===== config.mk =====
export PLATFORM = sky130hd
export DESIGN_NAME = wavetable_voice
export DESIGN_NICKNAME = d
export VERILOG_FILES = /design/src/rtl/wavetable_voice.sv
export SDC_FILE = /design/constraint.sdc
export NUM_CORES = 2
export LEC_CHECK = 0
export ABC_AREA = 0
export CORE_MARGIN = 8
export CORE_UTILIZATION = 60
export CTS_BUF_LIST = sky130_fd_sc_hd__clkbuf_4 sky130_fd_sc_hd__clkbuf_8
export DETAILED_ROUTE_END_ITERATION = 8
export GPL_TIMING_DRIVEN = 0
export PLACE_DENSITY = 0.8
export SKIP_CTS_REPAIR_TIMING = 1
export SYNTH_ARGS = -nofsm -noshare
export SYNTH_HDL_FRONTEND = slang
export SYNTH_SLANG_ARGS = --single-unit

===== constraint.sdc =====
create_clock -name clock -period 8.7 [get_ports clock]
set_input_delay 2.61 -clock clock [delete_from_list [all_inputs] [get_ports clock]]
set_output_delay 2.61 -clock clock [all_outputs]
set_load 0.05 [all_outputs]

===== src/rtl/wavetable_voice.sv =====
// wavetable_voice
//   Single-voice wavetable oscillator. A phase accumulator walks a
//   runtime-loadable segment table. A gate FSM applies full gain on note_on
//   and an exponential release after note_off. The sample is scaled by the
//   envelope gain in a two-stage pipeline.
//
// Ports
//   clock        rising-edge clock
//   reset        synchronous, active-high; the table RAM is not cleared
//   note_on      1-cycle strobe: start/retrigger, captures phase_inc
//   note_off     1-cycle strobe: begin release (ignored in IDLE, loses to note_on)
//   phase_inc    per-clock phase step, sampled only with note_on
//   tbl_we       table write enable
//   tbl_addr     table write address
//   tbl_wdata    table write data (signed)
//   audio_out    signed scaled sample, registered
//   busy         1 while the FSM is not IDLE
//   period_wrap  1-cycle pulse after the phase accumulator carries out
module wavetable_voice #(
  parameter int DATA_W      = 32,
  parameter int SEG_ADDR_W  = 6,
  parameter int ACTIVE_SEGS = 64,
  parameter int PHASE_W     = 24,
  parameter int ENV_W       = 16,
  parameter int DECAY_SHIFT = 4,
  parameter int DECAY_DIV   = 1024
) (
  input  logic                  clock,
  input  logic                  reset,
  input  logic                  note_on,
  input  logic                  note_off,
  input  logic [PHASE_W-1:0]    phase_inc,
  input  logic                  tbl_we,
  input  logic [SEG_ADDR_W-1:0] tbl_addr,
  input  logic [DATA_W-1:0]     tbl_wdata,
  output logic [DATA_W-1:0]     audio_out,
  output logic                  busy,
  output logic                  period_wrap
);

  localparam int SEG_COUNT = 2 ** SEG_ADDR_W;
  localparam int DIV_W     = (DECAY_DIV > 1) ? $clog2(DECAY_DIV) : 1;
  localparam int PW        = DATA_W + ENV_W + 1;

  localparam logic [ENV_W:0]      GAIN_ONE = {1'b1, {ENV_W{1'b0}}};
  localparam logic [DIV_W-1:0]    DIV_LAST = DIV_W'(DECAY_DIV - 1);
  localparam logic [SEG_ADDR_W:0] ACT_LIM  = (SEG_ADDR_W + 1)'(ACTIVE_SEGS);

  typedef enum logic [1:0] {IDLE, PLAY, RELEASE} state_t;

  state_t                 state, state_nx;
  logic [PHASE_W-1:0]     phase, inc_reg;
  logic [ENV_W:0]         gain, gain_shr, gain_step, gain_dec;
  logic [DIV_W-1:0]       div_cnt;
  logic                   decay_tick;

  logic [DATA_W-1:0]      mem [SEG_COUNT];
  logic [SEG_ADDR_W-1:0]  seg;
  logic                   seg_active;

  logic signed [DATA_W-1:0] s1_smp;
  logic [ENV_W:0]           s1_gain;
  logic signed [PW-1:0]     smp_x, gain_x, prod;

  // Release step: shrink by gain>>DECAY_SHIFT, but at least 1 so the tail
  // reaches zero instead of stalling once the shift underflows.
  assign gain_shr   = gain >> DECAY_SHIFT;
  assign gain_step  = (gain_shr == '0) ? (ENV_W + 1)'(1) : gain_shr;
  assign gain_dec   = gain - gain_step;
  assign decay_tick = (state == RELEASE) && (div_cnt == DIV_LAST);

  assign busy = (state != IDLE);

  // ---------------------------------------------------------------- FSM
  always_ff @(posedge clock) begin
    if (reset) state <= IDLE;
    else       state <= state_nx;
  end

  always_comb begin
    state_nx = state;
    unique case (state)
      IDLE:    if (note_on) state_nx = PLAY;
      PLAY:    if (note_on) state_nx = PLAY;
               else if (note_off) state_nx = RELEASE;
      RELEASE: if (note_on) state_nx = PLAY;
               else if (decay_tick && gain_dec == '0) state_nx = IDLE;
      default: state_nx = IDLE;
    endcase
  end

  // ------------------------------------------------- phase / envelope
  // note_on retriggers from any state and wins over note_off.
  always_ff @(posedge clock) begin
    if (reset) begin
      phase       <= '0;
      inc_reg     <= '0;
      gain        <= '0;
      div_cnt     <= '0;
      period_wrap <= 1'b0;
    end else if (note_on) begin
      phase       <= '0;
      inc_reg     <= phase_inc;
      gain        <= GAIN_ONE;
      div_cnt     <= '0;
      period_wrap <= 1'b0;
    end else if (state != IDLE) begin
      {period_wrap, phase} <= {1'b0, phase} + {1'b0, inc_reg};
      if (state == PLAY) begin
        if (note_off) div_cnt <= '0;
      end else if (decay_tick) begin
        gain    <= gain_dec;
        div_cnt <= '0;
      end else begin
        div_cnt <= div_cnt + 1'b1;
      end
    end else begin
      period_wrap <= 1'b0;
    end
  end

  // ------------------------------------------------------------ table
  // Asynchronous read feeds the stage-1 register, so a same-cycle write to
  // the segment being read returns the old word.
  always_ff @(posedge clock) begin
    if (tbl_we) mem[tbl_addr] <= tbl_wdata;
  end

  assign seg        = phase[PHASE_W-1 -: SEG_ADDR_W];
  assign seg_active = ({1'b0, seg} < ACT_LIM);

  // ---------------------------------------------------------- stage 1
  always_ff @(posedge clock) begin
    if (reset || state == IDLE) begin
      s1_smp  <= '0;
      s1_gain <= '0;
    end else begin
      s1_smp  <= seg_active ? mem[seg] : '0;
      s1_gain <= gain;
    end
  end

  // ---------------------------------------------------------- stage 2
  // |sample| * 2**ENV_W fits in PW bits, so the product never overflows and
  // unity gain reproduces the sample exactly after the shift.
  assign smp_x  = PW'(s1_smp);
  assign gain_x = PW'({1'b0, s1_gain});
  assign prod   = smp_x * gain_x;

  always_ff @(posedge clock) begin
    if (reset) audio_out <= '0;
    else       audio_out <= DATA_W'(prod >>> ENV_W);
  end

endmodule


==> flow_summary.json <==
{
  "skew_ns": 0.09997,
  "grt_max_degree": 65,
  "slowest_delay_ns": 0.83,
  "clockRootBuffer": "clkbuf_8",
  "largest_reg_flops": 2048,
  "nets": 7037,
  "cts_sinks": 2207,
  "fin_crit_ns": 8.290,
  "cts-htree-levels": 5,
  "first_iter_violations": 7670,
  "setup_viol": 0,
  "numPortBuffers": 94,
  "post-dp-hpwl_mm": 191.5,
  "r2r_end": "audio_out[30]",
  "dr_total_vias": 57840,
  "synthCells": 5759,
  "power_leakage_nw": 39.81,
  "reg2regPathDepth": 23,
  "ys_ff_latch": 2207,
  "yosys.cell_types.count": 68,
  "critPathLaunch": "s1_smp[6]",
  "crit_type": "reg2reg",
  "crit_required_ns": 9.53,
  "violations": "capacitance limit",
  "dieArea_um2": 184200,
  "fp.coreArea_um2": 169500,
  "syn_avg_cell_area_um2": 17.79,
  "final_area_um2": 115200,
  "antenna_found_initial": 24,
  "wl_met1_mm": 93.73,
  "r2r_slack_ns": 0.41,
  "fin_util": 0.6799,
  "gp_congestion": 0.9573,
  "async_reset_ff_frac": 0,
  "initial_core_util": 0.6044,
  "die-height_um": 429.2,
  "critical-path-slowest-cell": "xor2_1",
  "top_regs": "mem: 2048 flops, audio_out: 32 flops, s1_smp: 32 flops",
  "holdCritPathClass": "reg2reg",
  "cp.arrival_ns": 9.12,
  "syn_area_um2": 102400,
  "wl_met2_mm": 135.4,
  "cp-end-kind": "flip-flop",
  "cp.depth": 23,
  "cp_cell_sequence": "clkbuf_1 -> and2_1 -> fa_1 -> inv_1 -> fa_1 -> fa_1 -> fa_1 -> inv_1 -> fa_1 -> inv_1 -> fa_1 -> inv_1 -> ha_1 -> a21oi_1 -> nand2_1 -> o32a_1 -> a21o_2 -> a211oi_1 -> a211o_1 -> nand4b_1 -> a31oi_1 -> xor2_1 -> nor2_1",
  "dp.cells": 8176,
  "ir_worst_vdd_mv": 0.2064,
  "vias_per_cell": 6.580,
  "synth_edf_count": 2048,
  "hold_viol": 0,
  "relSlewSlack": 0.008250,
  "grt_setup_unrepaired": "false",
  "syn_nets": 6483,
  "clockBufferDepth": 4,
  "final_cells": 8791,
  "grt_pass1_vias": 60310,
  "period_share": 0.9529,
  "worst_slew_pin_slew_ns": 1.479,
  "r2r_start": "s1_smp[6]",
  "rows": 151,
  "clk_pin_slew_ns": 0.06,
  "wl_per_cell_um": 32.46,
  "status": "finished, violations left",
  "top_layer_used": "met5",
  "drv_cap": 1,
  "cp_num_buf_inv": 5,
  "slew_violations": 0,
  "power_density_nw_per_um2": 182.4,
  "max_clock_freq_ghz": 0.1206,
  "dpl-instance-area_um2": 108600,
  "syn_to_final_growth_pct": 12.48,
  "finalWirelength_mm": 285.4,
  "layout-drive-gt1-share": 0.2237,
  "yosys_warnings": 0,
  "dieWidth_um": 429.2,
  "crit_top_cell": "fa_1",
  "dr.pass1.iters": 5,
  "dr_wl_met3_mm": 35.65,
  "insertion_delay_ns": 1.07,
  "gr-total-overflow": 0,
  "grt_pass1_wl_mm": 410.2,
  "antenna_left": 0,
  "cts_tree": "done",
  "ys.flop_type": "edfxtp_1",
  "seq_area_frac_synth": 0.6315,
  "top_register": "mem",
  "critical_path.top_delay_family": "adder cells",
  "cts_buffers": 352,
  "critPathMaxFanout": 10,
  "crit_end": "audio_out[30]",
  "pin_count": 101,
  "grt.total_usage": 0.3091,
  "drc": 0,
  "start_kind": "flip-flop"
}
==> through the flow <==
step / setup WS, ns / power, mW / hold WS [ns] / setup TNS [ns]
4_1_cts: 0.3766 / 21.04 / 0.4592 / 0
3_5_place_dp: 0.4466 / 12.62 / 0.4520 / 0
3_3_place_gp: -1.450 / 12.56 / 0.4431 / -87.08
5_1_grt: 0.1337 / 21.51 / 0.4768 / 0
6_report: 0.4099 / 21.02 / 0.4598 / 0
2_1_floorplan: 2.414 / 12.20 / 0.4362 / 0
==> worst min-delay path, stage by stage (launching register included) <==
cell and delay [ns]:
dfxtp_1 0.31, nand2_1 0.05, a21oi_1 0.05
==> where the power goes <==
part           internal, mW  switching [mW]  total, mW
registers              11.7          0.0483       11.7
logic                 0.227           0.482      0.709
clock network          4.55            4.05       8.59
==> worst min-delay path by stage <==
| stage | from | to | cells past startpoint |
|---|---|---|---|
| after detailed placement | phase[0] | phase[0] | 2 |
| after CTS | phase[0] | phase[0] | 2 |
| after global routing | phase[17] | phase[17] | 2 |
| after floorplan | phase[0] | phase[0] | 2 |
| final | phase[0] | phase[0] | 2 |
| after global placement | phase[17] | phase[17] | 2 |
==> cells in the mapped netlist (26+ instances only) <==
library cell / instances / share of area
edfxtp_1: 2048 / 0.60
mux4_2: 652 / 0.14
inv_1: 620 / 0.023
fa_1: 509 / 0.099
and2_1: 323 / 0.020
nand2_1: 323 / 0.012
nor2_1: 193 / 0.0071
clkbuf_1: 177 / 0.0065
dfxtp_1: 159 / 0.031
ha_1: 148 / 0.018
a21oi_1: 75 / 0.0037
a211oi_1: 53 / 0.0039
buf_2: 53 / 0.0026
xnor2_1: 50 / 0.0043
mux2i_1: 45 / 0.0044
buf_1: 40 / 0.0015
nor2b_1: 32 / 0.0020
o21ai_0: 27 / 0.0013
a21o_1: 26 / 0.0019
==> routing by layer <==
metal  GRT usage  vias to the layer above
li1            -                    22560
met1      0.3783                    29580
met2      0.4947                     4504
met3     0.09077                     1175
met4      0.1794                       26
met5           0                        -
==> layout make-up <==
type,instances,area [um^2]
Fill cell,10350,54250
Antenna cell,11,27.53
Inverter,621,2331
Sequential cell,2207,64680
Clock buffer,480,5887
Timing Repair Buffer,200,2885
Buffer,277,1142
Multi-Input combinational cell,2654,34750
Clock inverter,123,732.0
Tap cell,2218,2775
==> placed cells by master, fill, tap and decap left out, drive strengths merged, types with 27 or more instances in the layout <==
| cell | instances |
|---|---|
| mux4 | 652 |
| fa | 509 |
| nor2 | 193 |
| edfxtp | 2048 |
| ha | 148 |
| xnor2 | 50 |
| a211oi | 54 |
| inv | 626 |
| buf | 237 |
| clkbuf | 658 |
| dfxtp | 159 |
| clkdlybuf4s50 | 62 |
| nor2b | 32 |
| and2 | 323 |
| o21ai | 30 |
| a21o | 27 |
| nand2 | 323 |
| mux2i | 45 |
| a21oi | 75 |
| clkinv | 102 |
==> cells by family (layout without fill, tap and decap cells) <==
logic type	after synthesis	after routing	share of synthesized area
compound gates	250	250	0.01622
flops	2207	2207	0.6315
fa+ha+maj	657	657	0.1176
mux	698	698	0.1479
xor+xnor	71	71	0.006071
simple gates	978	978	0.04694
buf+inv	898	1701	0.03388
other cells	0	11	0
No activity file was read; power rests on OpenSTA's default activity.
